$ cat src/rtl/alu_result_stage.sv
// alu_result_stage: registered output stage behind the carry-lookahead adder.
// Captures each accepted beat with derived {N,Z,C,V} flags into a 2-entry skid FIFO
// (valid/ready on both sides) and keeps a saturating count of signed-overflow beats.
// Optional feature: define ALU_SAT_EN to saturate the stored result on overflow.
module alu_result_stage #(
    parameter int unsigned BITS     = 8,
    parameter int unsigned CNT_BITS = 8
) (
    input  logic                i_clk,
    input  logic                i_rst_n,
    input  logic                i_valid,
    output logic                o_ready,
    input  logic [BITS-1:0]     i_result,
    input  logic                i_cout,
    input  logic                i_a_msb,
    input  logic                i_b_msb,
    input  logic                i_sub,
    output logic                o_valid,
    input  logic                i_ready,
    output logic [BITS-1:0]     o_result,
    output logic [3:0]          o_flags,
    input  logic                i_clr_cnt,
    output logic [CNT_BITS-1:0] o_ovf_cnt
);

    localparam logic [CNT_BITS-1:0] CntOne = 1;
    localparam logic [CNT_BITS-1:0] CntMax = '1;

    typedef enum logic [1:0] {
        StEmpty = 2'd0,
        StOne   = 2'd1,
        StFull  = 2'd2
    } state_e;

    state_e              state_q;
    logic                ready_en_q;
    logic [BITS-1:0]     head_result_q;
    logic [3:0]          head_flags_q;
    logic [BITS-1:0]     tail_result_q;
    logic [3:0]          tail_flags_q;
    logic [CNT_BITS-1:0] ovf_cnt_q;

    logic                ready;
    logic                accept;
    logic                emit;
    logic                flag_n;
    logic                flag_z;
    logic                flag_c;
    logic                flag_v;
    logic [BITS-1:0]     store_result;
    logic [3:0]          store_flags;

    // ready_en_q keeps o_ready low while in reset and for the first cycle after release.
    assign ready    = ready_en_q & (state_q != StFull);
    assign accept   = i_valid & ready;
    assign emit     = (state_q != StEmpty) & i_ready;

    assign o_ready   = ready;
    assign o_valid   = (state_q != StEmpty);
    assign o_result  = head_result_q;
    assign o_flags   = head_flags_q;
    assign o_ovf_cnt = ovf_cnt_q;

    // Flags and stored value for the incoming beat; V and C come from the raw adder outputs.
    always_comb begin
        flag_v       = (i_a_msb == i_b_msb) & (i_result[BITS-1] != i_a_msb);
        flag_c       = i_cout ^ i_sub;
        store_result = i_result;
`ifdef ALU_SAT_EN
        if (flag_v) begin
            store_result = i_a_msb ? {1'b1, {(BITS-1){1'b0}}} : {1'b0, {(BITS-1){1'b1}}};
        end
`endif
        flag_n      = store_result[BITS-1];
        flag_z      = (store_result == '0);
        store_flags = {flag_n, flag_z, flag_c, flag_v};
    end

    // FIFO control and storage: head drives the outputs, tail is the skid slot.
    always_ff @(posedge i_clk or negedge i_rst_n) begin
        if (!i_rst_n) begin
            state_q       <= StEmpty;
            ready_en_q    <= 1'b0;
            head_result_q <= '0;
            head_flags_q  <= '0;
            tail_result_q <= '0;
            tail_flags_q  <= '0;
        end else begin
            ready_en_q <= 1'b1;
            case (state_q)
                StEmpty: begin
                    if (accept) begin
                        head_result_q <= store_result;
                        head_flags_q  <= store_flags;
                        state_q       <= StOne;
                    end
                end
                StOne: begin
                    if (accept && emit) begin
                        head_result_q <= store_result;
                        head_flags_q  <= store_flags;
                    end else if (accept) begin
                        tail_result_q <= store_result;
                        tail_flags_q  <= store_flags;
                        state_q       <= StFull;
                    end else if (emit) begin
                        state_q <= StEmpty;
                    end
                end
                StFull: begin
                    if (emit) begin
                        head_result_q <= tail_result_q;
                        head_flags_q  <= tail_flags_q;
                        state_q       <= StOne;
                    end
                end
                default: state_q <= StEmpty;
            endcase
        end
    end

    // Saturating overflow counter; clear wins over a same-cycle increment.
    always_ff @(posedge i_clk or negedge i_rst_n) begin
        if (!i_rst_n) begin
            ovf_cnt_q <= '0;
        end else if (i_clr_cnt) begin
            ovf_cnt_q <= '0;
        end else if (accept && flag_v && (ovf_cnt_q != CntMax)) begin
            ovf_cnt_q <= ovf_cnt_q + CntOne;
        end
    end

endmodule

$ cat config.mk
export PLATFORM = sky130hd
export DESIGN_NAME = alu_result_stage
export DESIGN_NICKNAME = d
export VERILOG_FILES = /design/src/rtl/alu_result_stage.sv
export SDC_FILE = /design/constraint.sdc
export NUM_CORES = 1
export LEC_CHECK = 0
export ABC_AREA = 0
export CAP_MARGIN = 20
export CORE_MARGIN = 8
export CORE_UTILIZATION = 52
export DETAILED_ROUTE_END_ITERATION = 8
export PLACE_DENSITY = 0.84
export SETUP_SLACK_MARGIN = 0.5
export SYNTH_ARGS = -nofsm -noshare
export SYNTH_HDL_FRONTEND = slang
export SYNTH_SLANG_ARGS = --single-unit
$ cat constraint.sdc
create_clock -name i_clk -period 4.8 [get_ports i_clk]
set_input_delay 0.96 -clock i_clk [delete_from_list [all_inputs] [get_ports i_clk]]
set_output_delay 0.96 -clock i_clk [all_outputs]
set_load 0.05 [all_outputs]
==> impl_metrics.ini, run 1 <==
[outcome]
status = completed

[layout]
area_growth_syn_to_layout_pct = 28.6
antenna_cells = 0
layout-drive-gt1-share = 0.112
fillerInstances = 231
final_nets = 215
stdcell_area_um2 = 2040
register_area_um2 = 826
multi_input_comb_area_um2 = 712

[clock_tree]
clk_pin_slew_worst_paths_ns = 0.09
clockRootBuffer = clkbuf_4
cts_made_buffers = 5
post-cts-setup-buffer-count = 0
cts_sinks = 33
insertion_delay_ns = 0.32
htreeDepth = 2
cts_resized = 0
clock_path_buffers = 2
ctsHoldBuffers = 0
tritoncts = yes

[route]
vias = 1330
finalWirelength_um = 3500
wl_per_cell_um = 15.2
drt_iter0_drc = 90
ant_nets = 0
first_pass_iters = 4
drc = 0
vias_per_cell = 5.78

[yosys]
ys_async_sr_fraction = 1.00
yosysTopAreaCellShare = 0.519
synth_edf_count = 0
synth-seq-cells = 33
syn_inst = 159
synthTopCellsByCount = dfrtp_1 (33), nand2_1 (23), nor2_1 (16), a31oi_1 (9)
netlist_area_um2 = 1590
avgSynthCellArea_um2 = 10.0
synth_seq_area_share = 0.519
synth_top_cells_by_area = dfrtp_1 (52%), mux2_2 (5.7%), nand2_1 (5.4%)
yosysWarnings = 0
yosysMostFrequentCell = dfrtp_1
syn-num-nets = 177
yosys.area.top_type = dfrtp_1
synth.distinct_cells = 42
synth_flop_cell = dfrtp_1

[floorplan]
row_count = 20
core_area_um2 = 2980
die_area_um2 = 5080
pin_count = 39
initial_core_util = 0.534
die_x_um = 71.3
die_h_um = 71.3

[setup_path]
start_kind = flop
crit_arrival_ns = 2.28
path_cells = nand2b_1 > and2_1 > clkdlybuf4s50_1
slowest_delay_ns = 0.81
cp-end-kind = output port
path_delay_family = buffers and inverters
cpMaxStageDelayCell = clkdlybuf4s50_1
critPathBufInv = 1
required_ns = 3.84
cp_max_fo = 15
critPathKind = flop to output port

[run]
cap_violations = 0

[sta]
maxSlewViolCount = 0
fin_crit_sh = 0.676
fin_skew_ns = 0.00530
min_period_ns = 3.24
hold_violations = 0
rsz0062_at_grt = false
finalSetupViolCount = 0
worst_slew_pin_slew_ns = 0.990
totalNegativeSetupSlack_ns = 0
max_slew_margin = 0.337
timing.fmax_ghz = 0.308

[placement]
dpl_cell_area_um2 = 1990
hpwlAfterDp_um = 2600
place.gp.congestion = 0.779
portBuffers = 38

[grt]
groute.usage.overall = 0.147
grt_max_degree = 34
antenna_found_initial = 0
grt_pass1_vias = 1286
grt_overflow = 0
grt_pass1_wl_um = 5890

[power_and_ir_drop]
peakVddDrop_mv = 0.243
leakagePower_nw = 0.822
p_per_area_nw_per_um2 = 401

[worst_hold_path]
min_path_type = flop to flop
==> final timing paths <==
check,start,endpoint,slack [ns],depth (start not counted)
setup reg to reg,state_q[1],o_ovf_cnt[5],2.53,4
setup / recovery,state_q[1],o_ready,1.56,3
max in group asynchronous,i_rst_n,o_ovf_cnt[6],3.46,2
hold / removal,tail_result_q[4],tail_result_q[4],0.49,1
hold reg to reg,tail_result_q[4],tail_result_q[4],0.49,1
min in group asynchronous,i_rst_n,o_ovf_cnt[2],1.02,2
==> sequential cells by signal, indices dropped and copies added (netlist names) <==
name,flops
state_q,2
o_ovf_cnt,8
ready_en_q,1
tail_result_q,8
tail_flags_q,3
o_result,8
o_flags,3
==> cell type report <==
type                    instances  area share
well taps                      33      0.0202
inverters                       4     0.00734
multi-input cells             113       0.348
repair buffers                 40       0.193
flip-flops and latches         33       0.404
clock buffers                   7      0.0269
==> worst register-to-register path, cell delays in order (launching register included) <==
cell       delay, ns
dfrtp_1         0.48
nand2b_1        0.47
o2111ai_2       0.47
or4_1           0.62
a21oi_1         0.16
==> per-stage QoR <==
step                setup slack (ns)  power (mW)  instances   util  hold slack (ns)
global placement                1.84       0.666        223  0.668            0.468
finish                          1.56       0.819        230  0.687            0.495
floorplan                       2.44       0.571        159      -            0.458
detailed placement              1.73       0.675        223  0.668            0.477
global route                    1.41       0.868        230  0.687            0.521
CTS                             1.53       0.828        230  0.687            0.497
==> layout by cell type, fill, tap and decap left out, types with 2 or more instances in the layout <==
cell type,instances
nor2_1,16
o31ai_1,3
or4_1,3
nor4_1,3
o21ai_0,3
or3_1,2
mux2_2,8
o41ai_1,2
o311ai_0,2
buf_4,2
mux2i_1,2
clkdlybuf4s50_1,38
a31oi_1,9
clkbuf_4,5
inv_1,4
a21oi_1,8
nand3_1,5
nand2_1,23
dfrtp_1,33
==> power breakdown <==
| group | internal (mW) | leakage (nW) | total, mW | switching [mW] |
|---|---|---|---|---|
| registers | 0.341 | 0.406 | 0.377 | 0.0352 |
| logic | 0.114 | 0.385 | 0.290 | 0.177 |
| clock network | 0.0691 | 0.0314 | 0.152 | 0.0833 |
==> logic make-up after synthesis <==
| group | share of synthesized area |
|---|---|
| xor gates and xnor gates | 0.00551 |
| buffers and inverters | 0.0362 |
| DFF | 0.519 |
| other | 0.00236 |
| and+or+nand+nor | 0.209 |
| AOI/OAI and AO/OA | 0.143 |
| muxes | 0.0763 |
| adders and majority gates | 0.00787 |
==> layer usage <==
layer	wire length, µm	track usage
met2	1720	0.238
met3	210	0.0558
met4	54	0.0600
met5	0	0
met1	1520	0.169
No activity file was read; power rests on OpenSTA's default activity.
==> run 2, diff against run 1 <==
Settings changed: CORE_UTILIZATION 52 to 48, PLACE_DENSITY 0.84 to 0.78.
Clock period 4.8 ns to 3.3 ns, I/O delays scaled along.
==> run 2 against run 1 <==
  * Hold slack better by 0.024 ns
  * Wire length is 11% higher
  * Combinational power up 48%
  * Critical endpoint unchanged
  * Largest cell class unchanged
==> impl_metrics.ini, run 2 (same netlist as run 1, synthesis figures left out) <==
[outcome]
status = completed

[grt]
antenna_found_initial = 0
grt_pass1_vias = 1494
grt_pass1_wl_um = 6610
groute.usage.overall = 0.158
grt_overflow = 0
grt_max_degree = 34

[sta]
finalSetupViolCount = 0
max_slew_margin = 0.535
hold_ws_ns = 0.519
timing.fmax_ghz = 0.394
rsz0062_at_grt = false
totalNegativeSetupSlack_ns = 0
min_period_ns = 2.54
fin_crit_sh = 0.769
maxSlewViolCount = 0
worst_slew_pin_slew_ns = 0.697
fin_skew_ns = 0.00897
hold_violations = 0

[clock_tree]
insertion_delay_ns = 0.33
cts_sinks = 33
clockRootBuffer = clkbuf_4
clock_path_buffers = 2
tritoncts = yes
htreeDepth = 2
ctsHoldBuffers = 0
post-cts-setup-buffer-count = 0
cts_made_buffers = 5
clk_pin_slew_worst_paths_ns = 0.10
cts_resized = 0

[layout]
mostFrequentLayoutCell = clkdlybuf4s50_1
layout-drive-gt1-share = 0.125
utilization = 0.636
area_growth_syn_to_layout_pct = 30.3
final_cell_mix = clkdlybuf4s50_1 (38), dfrtp_1 (33), nand2_1 (23)
final_nets = 217
antenna_cells = 0

[setup_path]
slowest_delay_ns = 0.80
cp-end-kind = output port
path_delay_family = buffers and inverters
path_cells = nand2b_1 > and2_1 > clkdlybuf4s50_1
cp_max_fo = 9
required_ns = 2.64
crit_arrival_ns = 1.88
cpMaxStageDelayCell = clkdlybuf4s50_1
critPathBufInv = 1
start_kind = flop
critPathKind = flop to output port

[worst_hold_path]
min_path_type = flop to flop

[placement]
portBuffers = 38
place.gp.congestion = 0.741
hpwlAfterDp_um = 2870

[power_and_ir_drop]
peakVddDrop_mv = 0.266
p_per_area_nw_per_um2 = 575
leakagePower_nw = 0.832

[floorplan]
row_count = 21
core_area_um2 = 3260
initial_core_util = 0.488
die_area_um2 = 5410
die_x_um = 73.6
die_h_um = 73.6
pin_count = 39

[route]
vias_per_cell = 5.49
drt_iter0_drc = 48
first_pass_iters = 4
ant_nets = 0
wl_per_cell_um = 15.7
drc = 0
finalWirelength_um = 3870
vias = 1350

[run]
cap_violations = 0
run 2: final cells by class:
type,instances,area [µm²]
Clock buffer,6,41.3
Clock inverter,2,10.0
Timing Repair Buffer,42,410
Inverter,4,15.0
Tap cell,46,57.6
Multi-Input combinational cell,113,712
Sequential cell,33,826
Fill cell,310,1190
run 2: final timing paths:
kind | startpoint | end | slack, ns | cells past startpoint
max | state_q[1] | o_ready | 0.76 | 3
min | o_flags[0] | o_flags[0] | 0.52 | 1
max reg2reg | state_q[1] | o_ovf_cnt[3] | 1.27 | 5
min reg2reg | o_flags[0] | o_flags[0] | 0.52 | 1
max in group asynchronous | i_rst_n | o_ovf_cnt[0] | 2.28 | 2
min in group asynchronous | i_rst_n | tail_result_q[5] | 0.73 | 2
run 2: worst register-to-register path, cell delays in order (launching register included):
cell       delay (ns)
dfrtp_1          0.48
nand2b_1         0.14
buf_4            0.22
o2111ai_2        0.34
or4_1            0.62
a21oi_1          0.15
run 2: where the power goes:
group / internal [mW] / switching [mW]
Combinational: 0.166 / 0.261
Sequential: 0.497 / 0.0573
Clock: 0.0810 / 0.128
run 2: layer usage:
| layer | vias to the layer above | part of all wire | GRT usage |
|---|---|---|---|
| met5 | - | 0 | 0 |
| met1 | 664 | 0.40 | 0.167 |
| met4 | 0 | 0.021 | 0.115 |
| met3 | 8 | 0.057 | 0.0437 |
| met2 | 31 | 0.52 | 0.264 |
| li1 | 647 | - | - |
run 2: stage by stage:
step / instance area, µm² / setup slack [ns] / total power, mW / cells
floorplan: 1590 / 1.24 / 0.830 / 159
global placement: 2020 / 0.714 / 0.970 / 238
detailed placement: 2020 / 0.642 / 0.993 / 238
CTS: 2070 / 0.750 / 1.20 / 246
global route: 2070 / 0.644 / 1.25 / 246
finish: 2070 / 0.762 / 1.19 / 246
==> run 3, diff against run 2 <==
Clock period 3.3 ns to 2.59 ns, I/O delays scaled along.
==> run 3 against run 2 <==
  * Core utilization up 1.3 points
  * Sequential power up 27%
  * Via count down 0.89%
  * Sequential cell count unchanged
  * Wire length down 1.7%
  * First-iteration DRC count up 17%
  * Register-to-register slack worse by 0.45 ns
  * Non-clock buffer count up 3
  * Die area unchanged
  * Hold slack worse by 0.021 ns
==> impl_metrics.ini, run 3 (same netlist as run 1, synthesis figures left out) <==
[setup_path]
path_cells = clkdlybuf4s50_1
crit_arrival_ns = 1.53
critPathBufInv = 1
cp-end-kind = output port
cp_max_fo = 3
cp-startpoint = o_ovf_cnt[7]
required_ns = 2.07
critPathKind = flop to output port
start_kind = flop
rr_startpoint = state_q[1]
slowest_delay_ns = 0.82
path_delay_family = buffers and inverters
cpMaxStageDelayCell = clkdlybuf4s50_1

[route]
wl_per_cell_um = 15.3
vias_per_cell = 5.40
drc = 0
vias = 1338
first_pass_iters = 4
ant_nets = 0
drt_iter0_drc = 56
finalWirelength_um = 3800

[grt]
grt_pass1_vias = 1413
groute.usage.overall = 0.157
grt_overflow = 0
grt_pass1_wl_um = 6510
antenna_found_initial = 0
grt_max_degree = 34

[outcome]
status = completed

[floorplan]
die_area_um2 = 5410
initial_core_util = 0.488
die_x_um = 73.6
die_h_um = 73.6
pin_count = 39
core_area_um2 = 3260
row_count = 21

[sta]
fin_skew_ns = 0.00750
timing.fmax_ghz = 0.488
rsz0062_at_grt = true
totalNegativeSetupSlack_ns = 0
max_slew_margin = 0.527
maxSlewViolCount = 0
fin_crit_sh = 0.791
worst_slew_pin_slew_ns = 0.709
finalSetupViolCount = 0
hold_violations = 0
min_period_ns = 2.05

[power_and_ir_drop]
p_per_area_nw_per_um2 = 725
leakagePower_nw = 0.926
p_int_mw = 0.973
power_frac_seq = 0.457
peakVddDrop_mv = 0.451
pwr-share-clk = 0.187
combPwrFrac = 0.356
p_sw_mw = 0.562
swShare = 0.366
total_power_mw = 1.53

[placement]
place.gp.congestion = 0.844
hpwlAfterDp_um = 2830
dpl_cell_area_um2 = 2030
portBuffers = 38

[worst_hold_path]
min_path_type = flop to flop
hold_start = tail_result_q[4]

[clock_tree]
cts_made_buffers = 5
clock_path_buffers = 2
insertion_delay_ns = 0.33
clk_pin_slew_worst_paths_ns = 0.09
cts_sinks = 33
ctsHoldBuffers = 0
htreeDepth = 2
tritoncts = yes
clockRootBuffer = clkbuf_4

[layout]
area_growth_syn_to_layout_pct = 33.0
layout-drive-gt1-share = 0.149
stdcell_area_um2 = 2120
antenna_cells = 0
final_nets = 220
final_cell_mix = dfrtp_1 (32), clkdlybuf4s50_1 (27), nand2_1 (23)
mostFrequentLayoutCell = dfrtp_1

[run]
cap_violations = 0
[run 3: cell types whose count changed in the layout (fill, tap and decap cells not counted), sizes merged]
cell | before | now
buf | 4 | 8
clkbuf | 6 | 8
clkdlybuf4s50 | 38 | 27
clkinv | 2 | 0
dlygate4sd2 | 0 | 5
dlymetal6s2s | 0 | 4
[run 3: final timing paths]
check                                    to  slack (ns)  cells past startpoint
setup / recovery               o_ovf_cnt[7]        0.54                      1
hold / removal             tail_result_q[4]        0.50                      1
setup reg to reg               o_ovf_cnt[0]        0.82                      5
hold reg to reg            tail_result_q[4]        0.50                      1
max in group asynchronous        state_q[1]        1.69                      2
min in group asynchronous      o_ovf_cnt[5]        0.59                      2
[run 3: area by class of cell]
type,instances,area [µm²]
Fill cell,300,1140
Sequential cell,33,827
Multi-Input combinational cell,113,732
Timing Repair Buffer,45,429
Tap cell,46,57.6
Clock buffer,7,55.1
Inverter,4,15.0
[run 3: power groups by stage]
stage	clock network [mW]	registers (mW)	logic (mW)
after floorplan	0	0.867	0.191
after global placement	0	0.702	0.539
after detailed placement	0	0.709	0.553
after CTS	0.296	0.700	0.553
after global routing	0.315	0.716	0.586
final	0.286	0.701	0.547
[run 3: what timing repair did]
action                     CTS  global route
buffers inserted             0             1
setup endpoints to repair    8            18
pin swaps                    0             0
resized for setup            8             8
[run 3: worst register-to-register path, delay by kind of cell, from the launching register on]
kind	cells	cell delay (ns)
AOI/OAI and AO/OA	2	0.38
buffers and inverters	1	0.22
DFF	1	0.48
and+or+nand+nor	2	0.61
[run 3: layer usage]
layer / global-route usage / routed length [µm] / vias up / part of all wire
met3: 0.0491 / 204 / 5 / 0.054
met2: 0.261 / 1930 / 31 / 0.51
met5: 0 / 0 / - / 0
met4: 0.0687 / 68 / 0 / 0.018
met1: 0.181 / 1600 / 647 / 0.42
li1: - / - / 655 / -
[run 3: stage by stage]
| step | hold slack, ns | setup slack [ns] | std cells | util |
|---|---|---|---|---|
| after global routing | 0.530 | 0.474 | 248 | 0.649 |
| final | 0.498 | 0.540 | 248 | 0.649 |
| after CTS | 0.507 | 0.498 | 247 | 0.642 |
| after floorplan | 0.222 | 0.673 | 159 | - |
| after global placement | 0.476 | 0.230 | 240 | 0.624 |
| after detailed placement | 0.485 | 0.0418 | 240 | 0.624 |
==> variant 1, RTL diff (config.mk and constraints of run 3) <==
`CNT_BITS`: 8 -> 10.
--- a/src/rtl/alu_result_stage.sv
+++ b/src/rtl/alu_result_stage.sv
@@ -4,7 +4,7 @@
 // Optional feature: define ALU_SAT_EN to saturate the stored result on overflow.
 module alu_result_stage #(
     parameter int unsigned BITS     = 8,
-    parameter int unsigned CNT_BITS = 8
+    parameter int unsigned CNT_BITS = 10
 ) (
     input  logic                i_clk,
     input  logic                i_rst_n,
Ports: changed (resized o_ovf_cnt); port bits go from 39 to 41. No check against the original RTL was run, so the function may have changed too.
==> variant 1 against run 3 <==
Final area grew 4.1%. Die area up 4.8%. Core utilization is 0.57 points higher. Routed wire length is 9.8% higher. Worst setup slack improved by 0.017 ns. Non-clock buffer count rose by 1. Sequential cell count increased by 2. Total power increased by 2.4%. Area after synthesis increased by 6.1%. Count of clock-buffer cells in the layout down 1. Register-to-register slack lost 0.07 ns. Critical path type unchanged. Critical endpoint is now o_result[7]. Largest power group unchanged.
==> variant 1: results (changes against run 3) <==
* Critical Path Fanout Max at 3 (unchanged)
* Mux cell area share after synthesis at 6.60% (-1.0 points)
* Initial antenna violation count at 0 (unchanged)
* R2R depth at 6 (+1)
* Synth Area in Adders at 0.741% (-0.045 points)
* Port Buf Inserts at 40 (+5.3%)
* Static leakage at 0.973 nW (+5.1%)
* DP Wirelength at 3010 um (+6.5%)
* Destination of the critical timing path: o_result[7]
* Max IR drop VDD at 0.265 mV (-41%)
* Drt pass-1 iters at 4 (unchanged)
* Total GRT Usage at 15.8% (+0.085 points)
* Drt initial violations at 72 (+29%)
* Most frequent cells after synthesis: dfrtp_1, nand2_1, nor2_1
* RD Place Congestion at 0.774 (-8.3%)
* Worst-path clk slew at 0.10 ns
* Flop2flop setup slack at 0.75 ns (-0.07 ns)
* NumNets Final at 231 (+5.0%)
* Sequential area share after synthesis at 51.9% (about the same)
* Clock tree buffer depth at 2 (unchanged)
* Global-route wire length before repair at 6930 um (+6.5%)
* Largest net degree at the start of global routing at 36 (+5.9%)
* Fillcell total at 300 (unchanged)
* Layout cells sized above 1 at 14.1% (-0.77 points)
* Asr flop ratio synth at 100% (unchanged)
* Top FF cell, synth: dfrtp_1
* Clk_lat worst skew at 0.33 ns (about the same)
* R2r endpoint: o_ovf_cnt[7]$_DFFE_PN0P_
* Synth area leaders: dfrtp_1, mux2_2, nand2_1, a21oi_1, o31ai_1
* CP delay by family, top: buffers and inverters
* Post-Synth XOR/XNOR Area at 0.519% (-0.032 points)
* Critical path launch point: o_result[7]$_DFFE_PN0P_
* CTS root buf: clkbuf_4
* Clock skew at 0.0103 ns (+0.00277 ns)
* Clock buffer count from CTS at 5 (unchanged)
* Antenna diodes at 0 (unchanged)
* Number of synthesized flops with an enable pin at 0 (unchanged)
* Worst slew margin at 46.5% (-6.1 points)
* Yosys warns at 0 (unchanged)
* Delay of the slowest critical-path stage at 0.81 ns
* Synth Area in Compound Gates at 14.5% (+0.21 points)
* Via count at 1476 (+10%)
* Crit path DAT at 1.51 ns (-0.02 ns)
* Routed WL per cell at 16.1 um (+5.1%)
* Status: complete, no violations
* Synth unique cells at 38 (-9.5%)
* CP max-delay cell: clkdlybuf4s50_1
* Vias in the first global route at 1551 (+9.8%)
* Worst R2R Start: o_ovf_cnt[0]$_DFFE_PN0P_
* Hold Path Class: reg -> reg
* CTS H-tree lvls at 2 (unchanged)
* Max FFs per register at 10
* Syn nets at 189 (+6.8%)
==> variant 1: changes by cell type after synthesis, moves of 2 or more <==
| cell | before | now |
|---|---|---|
| a21oi_1 | 8 | 14 |
| and3_1 | 0 | 2 |
| dfrtp_1 | 33 | 35 |
| inv_1 | 4 | 2 |
| nand4_1 | 1 | 3 |
| o311ai_0 | 2 | 0 |
| o31ai_1 | 4 | 8 |
| or4_1 | 3 | 6 |
==> variant 1: power breakdown <==
part | switching (mW) | total (mW) | internal, mW
Combinational | 0.332 | 0.542 | 0.210
Sequential | 0.0691 | 0.733 | 0.664
Clock | 0.170 | 0.296 | 0.126
==> variant 1: worst min path at each step <==
stage / from / end / slack (ns) / cells after the start
floorplan: i_rst_n / o_flags[0]$_DFFE_PN0P_ / 0.22 / 0
finish: o_flags[0]$_DFFE_PN0P_ / o_flags[0]$_DFFE_PN0P_ / 0.50 / 1
global placement: o_flags[0]$_DFFE_PN0P_ / o_flags[0]$_DFFE_PN0P_ / 0.48 / 1
global route: o_flags[1]$_DFFE_PN0P_ / o_flags[1]$_DFFE_PN0P_ / 0.53 / 1
detailed placement: o_flags[0]$_DFFE_PN0P_ / o_flags[0]$_DFFE_PN0P_ / 0.48 / 1
CTS: o_flags[0]$_DFFE_PN0P_ / o_flags[0]$_DFFE_PN0P_ / 0.51 / 1
==> variant 1: final cells by class <==
cell class	instances	area [sq um]	share of cell area, %
well taps	46	57.6	2.61
clock buffers	6	51.3	2.33
inverters	2	7.51	0.341
flip-flops and latches	35	877	39.8
clock inverters	1	5.00	0.227
repair buffers	46	440	20.0
multi-input cells	123	764	34.7
==> variant 1: cells by family after synthesis <==
| kind of cell | after synthesis |
|---|---|
| simple gates | 70 |
| compound gates | 40 |
| flops | 35 |
| buf+inv | 13 |
| mux | 10 |
| fa+ha+maj | 1 |
| other cells | 1 |
| xor+xnor | 1 |
==> variant 1: what timing repair did <==
action                                  4_1_cts  5_1_grt
pin swaps                                     0        0
endpoints found under the setup margin       11        8
cloned                                        0        0
setup buffers                                 1        0
gates resized for setup                      10        9
==> variant 1: stage by stage <==
stage / std cells / hold slack (ns) / instance area (sq um) / util (%) / setup slack (ns)
5_1_grt: 259 / 0.534 / 2200 / 65.5 / 0.497
6_report: 259 / 0.498 / 2200 / 65.5 / 0.558
4_1_cts: 259 / 0.506 / 2190 / 65.0 / 0.484
3_5_place_dp: 251 / 0.482 / 2140 / 63.5 / 0.105
3_3_place_gp: 251 / 0.479 / 2140 / 63.5 / 0.246
2_1_floorplan: 171 / 0.222 / 1690 / - / 0.605
==> variant 1: routing by layer <==
layer  vias up  track usage, %  routed length, um
met1       708            17.6               1740
li1        700               -                  -
met4         0            4.48                 54
met3        10            6.18                363
met2        58            27.3               2020
met5         -               0                  0
==> variant 2, RTL diff (flow settings as in run 3) <==
Made on the original files. Register the output `o_ovf_cnt` once more, without a reset; this adds one clock of latency there. The other outputs are not delayed to match.
--- a/src/rtl/alu_result_stage.sv
+++ b/src/rtl/alu_result_stage.sv
@@ -59,7 +59,9 @@
     assign o_valid   = (state_q != StEmpty);
     assign o_result  = head_result_q;
     assign o_flags   = head_flags_q;
-    assign o_ovf_cnt = ovf_cnt_q;
+    always_ff @(posedge i_clk) begin
+        o_ovf_cnt <= ovf_cnt_q;
+    end
 
     // Flags and stored value for the incoming beat; V and C come from the raw adder outputs.
     always_comb begin
Function: changed (Yosys sat finds a counterexample within 4 cycles, from zero or initial values and one cycle with i_rst_n low).
==> variant 2 against run 3 <==
Maximum frequency up 0.68%. Sequential cell count increased by 8. Total power increased by 16%. Area after synthesis is 10% higher. Clock power increased by 51%. Critical path depth is the same. Final area grew 9.2%. Global-route usage is 1.2 points lower. Largest power group unchanged. Combinational power fell by 3.8%. Routed wire length is 5.0% higher. Worst setup slack improved by 0.014 ns. Non-clock buffer count down 3. Largest cell class unchanged. Count of clock-buffer cells in the layout shrank 1. Clock skew down 0.0031 ns.
==> variant 2: results (changes against run 3) <==
* # Post-CTS Setup Buffers at 0 (unchanged)
* Final wirelength at 3990 um (+5.0%)
* Crit path DAT at 1.52 ns
* Delay of the slowest critical-path stage at 0.80 ns (-0.02 ns)
* Largest net degree at the start of global routing at 34 (unchanged)
* Worst R2R Start: state_q[1]$_DFFE_PN0P_
* Worst slew pin tran at 0.786 ns (+0.0779 ns)
* Yosys warns at 0 (unchanged)
* Total GRT Usage at 14.5% (-1.2 points)
* Clock buffer count from CTS at 5 (unchanged)
* NumNets Final at 224 (+1.8%)
* Vias in the first global route at 1467 (+3.8%)
* CTS root buf: clkbuf_4
* Clock skew at 0.00444 ns (-0.00306 ns)
* CP delay by family, top: buffers and inverters
* Status: complete, no violations
* DP Wirelength at 2920 um (+3.4%)
* Routed WL per cell at 15.7 um (+2.1%)
* Most frequent cells after synthesis: dfrtp_1, nand2_1, nor2_1
* R2R depth at 5 (unchanged)
* Worst-path clk slew at 0.12 ns (+0.03 ns)
* Antenna diodes at 0 (unchanged)
* Synth unique cells at 40 (-4.8%)
* Final hold vios at 0 (unchanged)
* Synth area leaders: dfrtp_1, dfxtp_1, mux2_2, nand2_1, nor2_1
* Critical Path Fanout Max at 2 (-1)
* Critical path launch point: o_result[0]$_DFFE_PN0P_
* Syn nets at 184 (+4.0%)
* Place WS at 0.231 ns (+0.190 ns)
* Drt initial violations at 91 (+63%)
* Max IR drop VDD at 0.343 mV (-24%)
* Hold Path Depth at 0 (-1)
* RD Place Congestion at 0.840 (-0.50%)
* Asr flop ratio synth at 80.5% (-20 points)
* CTS H-tree lvls at 2 (unchanged)
* Via count at 1375 (+2.8%)
* CP max-delay cell: clkdlybuf4s50_1
* Total placed cells including tap cells at 247 (+2.9%)
* Layout cells sized above 1 at 15.0% (+0.12 points)
* Synth Area per Inst at 10.5 sq um (+5.4%)
* Clock tree buffer depth at 2 (unchanged)
* Drt pass-1 iters at 4 (unchanged)
* Top FF cell, synth: dfrtp_1
* Port Buf Inserts at 38 (unchanged)
* Hold Startpoint: ovf_cnt_q[6]$_DFFE_PN0P_
* Sequential area share after synthesis at 56.3% (+4.4 points)
* Static leakage at 0.987 nW (+6.6%)
* Global-route wire length before repair at 6930 um (+6.5%)
* Clk_lat worst skew at 0.35 ns (+0.02 ns)
variant 2: cell types whose count changed after synthesis, moves of 2 or more:
cell / change
o31ai_1: -2
nor4_1: -2
o311ai_0: -2
nand3_1: -2
dfxtp_1: +8
or3_1: +2
buf_2: -2
a21oi_1: +2
variant 2: where the power goes:
part	total [mW]	switching (mW)	internal (mW)	leakage (nW)
Combinational	0.526	0.327	0.199	0.473
Sequential	0.817	0.0654	0.752	0.470
Clock	0.433	0.203	0.229	0.0445
variant 2: area by class of cell:
type	count	area [sq um]
clock buffer	6	51.3
clock inverter	2	37.5
fill	284	1270
inverter	3	11.3
multi-input combinational	113	734
sequential	41	987
tap	48	60.1
timing repair buffer	42	429
variant 2: layer usage:
metal,global-route usage (%),part of all wire [%],up-vias
li1,-,-,669
met5,0,0,-
met4,8.46,2.6,0
met3,4.36,6.2,9
met1,15.5,41,651
met2,24.7,50,46
variant 2: cell families after synthesis:
logic type      synth area share (%)
flops                           56.3
mux                             8.15
simple gates                    18.3
xor+xnor                       0.500
buf+inv                         3.14
compound gates                  12.7
other cells                    0.214
fa+ha+maj                      0.715
variant 2: worst register-to-register path: stages (launching register included):
cell and delay (ns):
dfrtp_2 0.50, nand2b_4 0.20, o2111ai_4 0.19, buf_4 0.21, or3_1 0.35, a21oi_1 0.15
variant 2: worst paths after layout:
check                                                 to  slack (ns)
min in group asynchronous         state_q[0]$_DFFE_PN0P_        0.55
worst min register to register      o_ovf_cnt[6]$_DFF_P_        0.44
worst min-delay path                o_ovf_cnt[6]$_DFF_P_        0.44
max in group asynchronous         state_q[1]$_DFFE_PN0P_        1.73
worst max register to register  ovf_cnt_q[0]$_DFFE_PN0P_        0.92
worst max-delay path                         o_result[0]        0.55
variant 2: stage by stage:
stage	hold slack, ns	power, mW	area, sq um	util, %
2_1_floorplan	0.222	1.17	1750	-
3_3_place_gp	0.398	1.35	2180	60.9
3_5_place_dp	0.407	1.37	2180	60.9
4_1_cts	0.434	1.79	2270	63.4
5_1_grt	0.462	1.86	2310	64.6
6_report	0.439	1.78	2310	64.6
variant 2: what timing repair did:
item | in CTS | in global routing
setup endpoints to repair | 5 | 11
endpoints found under the hold margin | 0 | 0
resized for setup | 6 | 12
pin swaps | 0 | 0
